`config.mk`:
```
export PLATFORM = sky130hd
export DESIGN_NAME = key_entry
export DESIGN_NICKNAME = d
export VERILOG_FILES = /design/src/rtl/key_entry_pkg.sv /design/src/rtl/key_edge_filter.sv /design/src/rtl/key_entry.sv
export SDC_FILE = /design/constraint.sdc
export NUM_CORES = 1
export LEC_CHECK = 0
export ABC_CLOCK_PERIOD_IN_PS = 2150
export CORE_UTILIZATION = 49
export CTS_BUF_LIST = sky130_fd_sc_hd__clkbuf_4 sky130_fd_sc_hd__clkbuf_8
export DETAILED_ROUTE_END_ITERATION = 12
export HOLD_SLACK_MARGIN = 0.12
export PLACE_DENSITY = 0.79
export RECOVER_POWER = 100
export SLEW_MARGIN = 10
export SYNTH_ARGS = -nofsm -noshare
export SYNTH_HDL_FRONTEND = slang
export SYNTH_SLANG_ARGS = --single-unit
```
`constraint.sdc`:
```
create_clock -name clk -period 2.15 [get_ports clk]
set_input_delay 0.43 -clock clk [delete_from_list [all_inputs] [get_ports clk]]
set_output_delay 0.43 -clock clk [all_outputs]
set_load 0.1 [all_outputs]
```
`src/rtl/key_entry_pkg.sv`:
```
// Shared key codes and FSM state type for the keypad entry block.
package key_entry_pkg;

    localparam logic [4:0] KEY_DIGIT_MAX = 5'd15;
    localparam logic [4:0] KEY_ENTER     = 5'd16;
    localparam logic [4:0] KEY_BKSP      = 5'd17;
    localparam logic [4:0] KEY_CLEAR     = 5'd18;
    localparam logic [4:0] KEY_NEG       = 5'd19;

    typedef enum logic {
        S_IDLE,
        S_HOLD
    } state_e;

    function automatic logic is_digit(input logic [4:0] code);
        return code <= KEY_DIGIT_MAX;
    endfunction

endpackage

```
`src/rtl/key_edge_filter.sv`:
```
// Turns the raw key strobe into a one-cycle press pulse; optional holdoff
// window when KEY_ENTRY_DEBOUNCE_EN is defined.
module key_edge_filter #(
    parameter int unsigned HOLDOFF = 16
) (
    input  logic       clk,
    input  logic       rst,
    input  logic       keystrobe_i,
    input  logic [4:0] keycode_i,
    output logic       press_o,
    output logic [4:0] code_o
);

    logic strobe_q;
    logic edge_w;

    assign edge_w = keystrobe_i & ~strobe_q;
    assign code_o = keycode_i;

    always_ff @(posedge clk or negedge rst) begin
        if (!rst) strobe_q <= 1'b0;
        else      strobe_q <= keystrobe_i;
    end

`ifdef KEY_ENTRY_DEBOUNCE_EN
    localparam int unsigned HW = $clog2(HOLDOFF + 1);

    logic [HW-1:0] holdoff_q;

    // strobe_q keeps tracking during the window, so a press held across its end is not accepted late
    assign press_o = edge_w && (holdoff_q == '0);

    always_ff @(posedge clk or negedge rst) begin
        if (!rst)                 holdoff_q <= '0;
        else if (press_o)         holdoff_q <= HW'(HOLDOFF);
        else if (holdoff_q != '0) holdoff_q <= holdoff_q - 1'b1;
    end
`else
    logic [31:0] unused_holdoff;

    assign unused_holdoff = HOLDOFF;
    assign press_o        = edge_w;
`endif

endmodule

```
`src/rtl/key_entry.sv`:
```
// Keypad hex-entry editor with sign toggle and valid/ready output.
// Define KEY_ENTRY_DEBOUNCE_EN to enable the press holdoff window.
module key_entry
    import key_entry_pkg::*;
#(
    parameter int unsigned DIGITS  = 8,
    parameter int unsigned HOLDOFF = 16
) (
    input  logic                         clk,
    input  logic                         rst,
    input  logic [4:0]                   keycode,
    input  logic                         keystrobe,
    output logic [4*DIGITS-1:0]          disp_o,
    output logic [$clog2(DIGITS+1)-1:0]  count_o,
    output logic                         neg_o,
    output logic                         ovf_o,
    output logic [4*DIGITS-1:0]          data_o,
    output logic                         data_valid,
    input  logic                         data_ready
);

    localparam int unsigned W  = 4 * DIGITS;
    localparam int unsigned CW = $clog2(DIGITS + 1);

    logic          press_w;
    logic [4:0]    code_w;
    state_e        state_q;
    logic [W-1:0]  edit_q;
    logic [CW-1:0] count_q;
    logic          neg_q;
    logic          ovf_q;
    logic [W-1:0]  data_q;
    logic          valid_q;
    logic [W-1:0]  value_d;

    key_edge_filter #(
        .HOLDOFF(HOLDOFF)
    ) u_filter (
        .clk        (clk),
        .rst        (rst),
        .keystrobe_i(keystrobe),
        .keycode_i  (keycode),
        .press_o    (press_w),
        .code_o     (code_w)
    );

    assign value_d = neg_q ? ('0 - edit_q) : edit_q;

    always_ff @(posedge clk or negedge rst) begin
        if (!rst) begin
            state_q <= S_IDLE;
            edit_q  <= '0;
            count_q <= '0;
            neg_q   <= 1'b0;
            ovf_q   <= 1'b0;
            data_q  <= '0;
            valid_q <= 1'b0;
        end else begin
            case (state_q)
                S_IDLE: begin
                    if (press_w) begin
                        if (is_digit(code_w)) begin
                            if (count_q < CW'(DIGITS)) begin
                                edit_q  <= {edit_q[W-5:0], code_w[3:0]};
                                count_q <= count_q + 1'b1;
                            end else begin
                                ovf_q <= 1'b1;
                            end
                        end else begin
                            case (code_w)
                                KEY_ENTER: begin
                                    if (count_q != '0) begin
                                        data_q  <= value_d;
                                        valid_q <= 1'b1;
                                        state_q <= S_HOLD;
                                    end
                                end
                                KEY_BKSP: begin
                                    if (count_q != '0) begin
                                        edit_q  <= edit_q >> 4;
                                        count_q <= count_q - 1'b1;
                                    end
                                end
                                KEY_CLEAR: begin
                                    edit_q  <= '0;
                                    count_q <= '0;
                                    neg_q   <= 1'b0;
                                    ovf_q   <= 1'b0;
                                end
                                KEY_NEG: neg_q <= ~neg_q;
                                default: ;
                            endcase
                        end
                    end
                end
                S_HOLD: begin
                    // abort via CLEAR and handshake completion leave identical state
                    if ((press_w && code_w == KEY_CLEAR) || data_ready) begin
                        edit_q  <= '0;
                        count_q <= '0;
                        neg_q   <= 1'b0;
                        ovf_q   <= 1'b0;
                        valid_q <= 1'b0;
                        state_q <= S_IDLE;
                    end
                end
                default: state_q <= S_IDLE;
            endcase
        end
    end

    assign disp_o     = edit_q;
    assign count_o    = count_q;
    assign neg_o      = neg_q;
    assign ovf_o      = ovf_q;
    assign data_o     = data_q;
    assign data_valid = valid_q;

endmodule

```
## Yosys cells after proc, flatten, opt, wreduce, memory -nomap -nowiden

Index checks and enable logic that the tools add are counted.

- Output and inout bits: 71
- Flip-flop bits (word level): 73
- Word-level logic and storage cells: 77
- Bits of input ports: 9

- $add $sub $neg: 3
- Muxes and demuxes: 36
- Equality and inequality tests: 15
- Bitwise gates (word level): 5
- Magnitude comparators: 2
- Reductions and logical operators: 8

Operators by type and width:

| operator | count |
|---|---|
| two-way mux 32 bit | 6 |
| case mux 32 bit (2 select lines) | 2 |
| subtractor 1 x 32 -> 32 bit, first input constant | 1 |
| == test 5 bit, second input constant | 4 |
| two-way mux 4 bit | 5 |
| two-way mux 1 bit | 16 |
| case mux 4 bit (2 select lines) | 2 |
| AND reduction 5 bit | 3 |
| case mux 1 bit (2 select lines) | 5 |
| != test 3 bit, second input constant | 3 |
| AND reduction 4 bit | 2 |
| != test 2 bit, second input constant | 3 |
| less-or-equal comparator 5 x 4 -> 1 bit, second input constant | 1 |
| adder 4 x 1 -> 4 bit, second input constant | 1 |
| less-than comparator 4 bit, second input constant | 1 |
| != test 2 x 1 -> 1 bit, second input constant | 2 |
| != test 4 x 3 -> 1 bit, second input constant | 1 |
| != test 4 bit, second input constant | 1 |
| NOT 1 bit | 4 |
| nonzero test 4 bit | 1 |
| subtractor 4 x 1 -> 4 bit, second input constant | 1 |
| != test 3 x 2 -> 1 bit, second input constant | 1 |
| AND 1 bit | 1 |
| logical AND 1 bit | 1 |
| logical OR 1 bit | 1 |

## Depth between registers and ports, before layout

- Depth in word-level cells: 6
- Depth in mapped cells: 9
- Depth with buffers taken out: 7

## Modules after synthesis

Synthesis repeated with hierarchy kept, for this count alone.

- Cell total of the unflattened synthesis: 425
- Area, all modules: 3,898.7 um2

By module, submodules not included:

| module | seq. area each (um2) | times used | cells each | area an instance (um2) |
|---|---|---|---|---|
| key_entry | 1,801.7 | 1 | 418 | 3,822.4 |
| key_edge_filter | 25.0 | 1 | 7 | 76.3 |

## Least setup slack after synthesis

Ideal clock, no wire load.

- Kind: flip-flop to flip-flop
- From: register count_q[0] (netlist: count_o[0])
- To: register edit_q[17] (netlist: disp_o[17])
- Data arrival time: 2.679 ns
- Required time: 2.022 ns
- Library setup time: 0.128 ns
- Setup slack: -0.658 ns
- Cell stages (with the launch flop): 10
- Period minus slack after synthesis: 2.808 ns
- Path buffers: 2
- Cells stage by stage: dfrtp_1 -> inv_1 -> ha_1 -> nor3b_1 -> nor4b_2 -> nor2b_2 -> o21a_1 -> buf_6 -> buf_8 -> mux2_1

- Word-level cells in the longest chain between the ends: 3
- Elaborated cells on any way between the ends: 5
- Classes of those cells: order compare (1); eq/ne (2); reduce/logical (2)

RTL lines:

| element | line | source |
|---|---|---|
| start, declared | key_entry.sv:29 | `logic [CW-1:0] count_q;` |
| start signal, assigned | key_entry.sv:65 | `count_q <= count_q + 1'b1;` |
| start signal, assigned | key_entry.sv:81 | `count_q <= count_q - 1'b1;` |
| less-than comparator 4 bit or nonzero test 4 bit (tied branches) | key_entry.sv:63, key_entry.sv:79 |  |
| != test 3 bit (no line) or != test 4 bit (tied branches) | - |  |
| AND reduction 5 bit (no line) * | - |  |
| end signal, assigned | key_entry.sv:64 | `edit_q <= {edit_q[W-5:0], code_w[3:0]};` |
| end signal, assigned | key_entry.sv:80 | `edit_q <= edit_q >> 4;` |
| end, declared | key_entry.sv:28 | `logic [W-1:0] edit_q;` |

Every way passes the cells marked *; elsewhere a longest branch is shown, timed or not.
A chain may end at the register's enable or synchronous reset.

## Worst setup path after layout

- From: register count_q[1] (netlist: count_o[1])
- To: register edit_q[22] (netlist: disp_o[22])

Same word-level chain as after synthesis.

==> impl_metrics.json <==
{
  "outcome": "completed",
  "die_h_um": 92.8,
  "top_layer": "met4",
  "r2r-end": "disp_o[22]",
  "whs_path_depth": 2,
  "synth.avg_cell_area_um2": 10.3,
  "final_layout_size_suffix_gt1_frac": 0.440,
  "tns_ns": 0,
  "worstReg2RegStart": "count_o[1]",
  "hold_viol_final": 0,
  "mostFrequentLayoutCells": "clkbuf_2, dfrtp_1, nand2_1",
  "maxCapViolations": 0,
  "cpMaxStageDelayCell": "dfrtp_4",
  "area_growth_pct": 35.3,
  "fin_nets": 522,
  "syn_nets": 405,
  "worstRegToRegCells": 9,
  "synth-seq-area-share": 0.452,
  "multiInputGateArea_um2": 2220,
  "ys.flop_type": "dfrtp_1",
  "insertion_delay_ns": 0.34,
  "wl_met3_um": 492,
  "grt_first_pass_wirelength_um": 17900,
  "fillers": 627,
  "core.rowCount": 32,
  "core-area_um2": 7850,
  "drt-met1-wl_um": 4600,
  "synthCells": 392,
  "synth_area_um2": 4040,
  "grt_overflow": 0,
  "antenna_cells": 0,
  "gp_congestion": 0.916,
  "cts-buffers-inserted": 9,
  "grt_setup_unrepaired": "yes",
  "tightest_slew_ns": 0.674,
  "routedWlPerCell_um": 17.8,
  "period_needed_ns": 2.15,
  "synth_edf_count": 0,
  "yosysUniqueCellTypes": 51,
  "relSlewSlack": 0.551,
  "cp.required_ns": 2.38,
  "ios": 80,
  "ant_nets": 0,
  "drt-pass1-iter-count": 4,
  "cts_tree": "yes",
  "ys_warn_count": 0,
  "rrSetupSlack_ns": 0.0006,
  "vias": 3570,
  "hold_end": "data_o[9]",
  "final_common_cell": "clkbuf_2",
  "whs_ns": 0.478,
  "wl_um": 11000,
  "setup_viol": 0,
  "start_util": 0.515,
  "finalCritPeriodShare": 1.00,
  "worstPathArrival_ns": 2.38,
  "cp-start-kind": "register",
  "dpl.hpwl_um": 7300,
  "route.met2.wl_um": 5760,
  "regArea_um2": 1870,
  "cpPeakStageDelay_ns": 0.50,
  "path_cells": "inv_4 -> ha_4 -> nor3b_4 -> nor4b_4 -> nor2b_4 -> o21a_4 -> buf_6 -> buf_16 -> mux2_4",
  "antenna_found_initial": 0,
  "htree_levels": 3,
  "min_path_type": "register to register",
  "drt_iter0_markers": 183,
  "cts_sinks": 73,
  "slew_viol_final": 0,
  "cts_root_buffer": "clkbuf_8",
  "grt_max_degree": 44,
  "grt_pass1_vias": 3632,
  "gr-usage-all-layers": 0.267,
  "numPortBuffers": 79,
  "layout.cells.non_filler": 616,
  "hold_start": "data_o[9]",
  "async_reset_ff_frac": 1.00,
  "viasPerCell": 5.80,
  "max_freq_ghz": 0.465,
  "dp.cells": 589,
  "synth_seq_cells": 73,
  "crit_path_max_fanout": 5,
  "cp-end-kind": "register",
  "die_x_um": 92.8,
  "clk_pin_slew_ns": 0.08,
  "die_area_um2": 8610,
  "drc_errors": 0,
  "finClkSkew_ns": 0.0105,
  "cts_max_path_buffers": 2,
  "crit_type": "register to register"
}
==> routing by layer <==
layer,vias up,track usage
li1,1654,-
met2,119,0.483
met4,0,0.0821
met5,-,0
met1,1782,0.328
met3,15,0.0369
==> flip-flops by register name, summed over array words and instances, names as in the netlist <==
signal             cells
ovf_o                  1
data_valid             1
state_q                1
neg_o                  1
count_o                4
disp_o                32
u_filter.strobe_q      1
data_o                32
==> critical path, delay by kind of cell (launching register included) <==
family,cells,cell delay [ns]
flops,1,0.50
buf+inv,3,0.34
mux,1,0.29
fa+ha+maj,1,0.11
compound gates,1,0.24
simple gates,3,0.55
==> cell usage after synthesis (2+ instances only) <==
| master | number | area [µm²] |
|---|---|---|
| or3_1 | 5 | 31.3 |
| o21ai_1 | 4 | 20.0 |
| a21oi_1 | 6 | 30.0 |
| nor3_1 | 5 | 25.0 |
| nor2_1 | 8 | 30.0 |
| nand2_1 | 44 | 165 |
| nor4_1 | 2 | 12.5 |
| o21ai_0 | 37 | 185 |
| xnor2_1 | 6 | 52.6 |
| nand2b_1 | 3 | 18.8 |
| buf_8 | 2 | 30.0 |
| ha_1 | 4 | 50.1 |
| mux2_4 | 10 | 150 |
| mux2_1 | 14 | 158 |
| clkbuf_1 | 22 | 82.6 |
| nor3b_1 | 3 | 22.5 |
| or2_2 | 2 | 12.5 |
| a31oi_1 | 3 | 18.8 |
| nor2b_1 | 3 | 18.8 |
| o31ai_1 | 9 | 67.6 |
| dfrtp_1 | 73 | 1830 |
| buf_6 | 2 | 22.5 |
| mux2_2 | 7 | 78.8 |
| nand3_1 | 6 | 30.0 |
| inv_1 | 14 | 52.6 |
| o22ai_1 | 3 | 18.8 |
| o221ai_1 | 2 | 17.5 |
| xor2_1 | 24 | 210 |
| mux2i_1 | 6 | 60.1 |
| o41ai_1 | 12 | 105 |
| nand4_1 | 3 | 18.8 |
| buf_2 | 2 | 10.0 |
| a22o_1 | 28 | 245 |
==> cell type report <==
cell class / instances / share of cell area
tap: 102 / 0.0233
multi-input combinational: 276 / 0.407
inverter: 14 / 0.0105
clock inverter: 4 / 0.00892
clock buffer: 12 / 0.0302
timing repair buffer: 135 / 0.178
sequential: 73 / 0.343
==> how the worst max path moves through the flow <==
stage / startpoint / to / slack [ns] / cells after the start
2_1_floorplan: count_o[0] / disp_o[16] / -0.08 / 9
3_3_place_gp: keycode[4] / disp_o[16] / -0.44 / 7
3_5_place_dp: keycode[4] / disp_o[6] / -0.45 / 7
4_1_cts: count_o[1] / disp_o[1] / 0.002 / 9
5_1_grt: count_o[0] / disp_o[22] / -0.05 / 9
6_report: count_o[1] / disp_o[22] / 0.0006 / 9
==> logic make-up after synthesis <==
logic type | count (synthesis) | share of synthesized area
XOR/XNOR | 30 | 0.0650
flip-flops | 73 | 0.452
AO/OA/AOI/OAI | 109 | 0.186
adder cells (fa/ha/maj) | 4 | 0.0124
buffers and inverters | 43 | 0.0508
AND/OR/NAND/NOR | 96 | 0.123
multiplexers | 37 | 0.111
==> per-stage QoR <==
step                      utilization  area, µm²  worst slack [ns]
after global routing            0.697       5470           -0.0491
after detailed placement        0.664       5210            -0.454
after global placement          0.664       5210            -0.436
after floorplan                     -       4250           -0.0755
final                           0.697       5470          0.000557
after CTS                       0.722       5670           0.00199
==> repair_timing <==
item                                    in CTS  in global routing
setup buffers                                9                  0
gates cloned                                 3                  0
endpoints found under the setup margin      32                 37
hold buffers                                 1                  0
resized for setup                           21                 10
pin swaps                                    4                  1
hold endpoints to repair                     9                  0
Power is not shown: default switching activity piles up to over one toggle a cycle in this logic, so the estimate is an artifact.
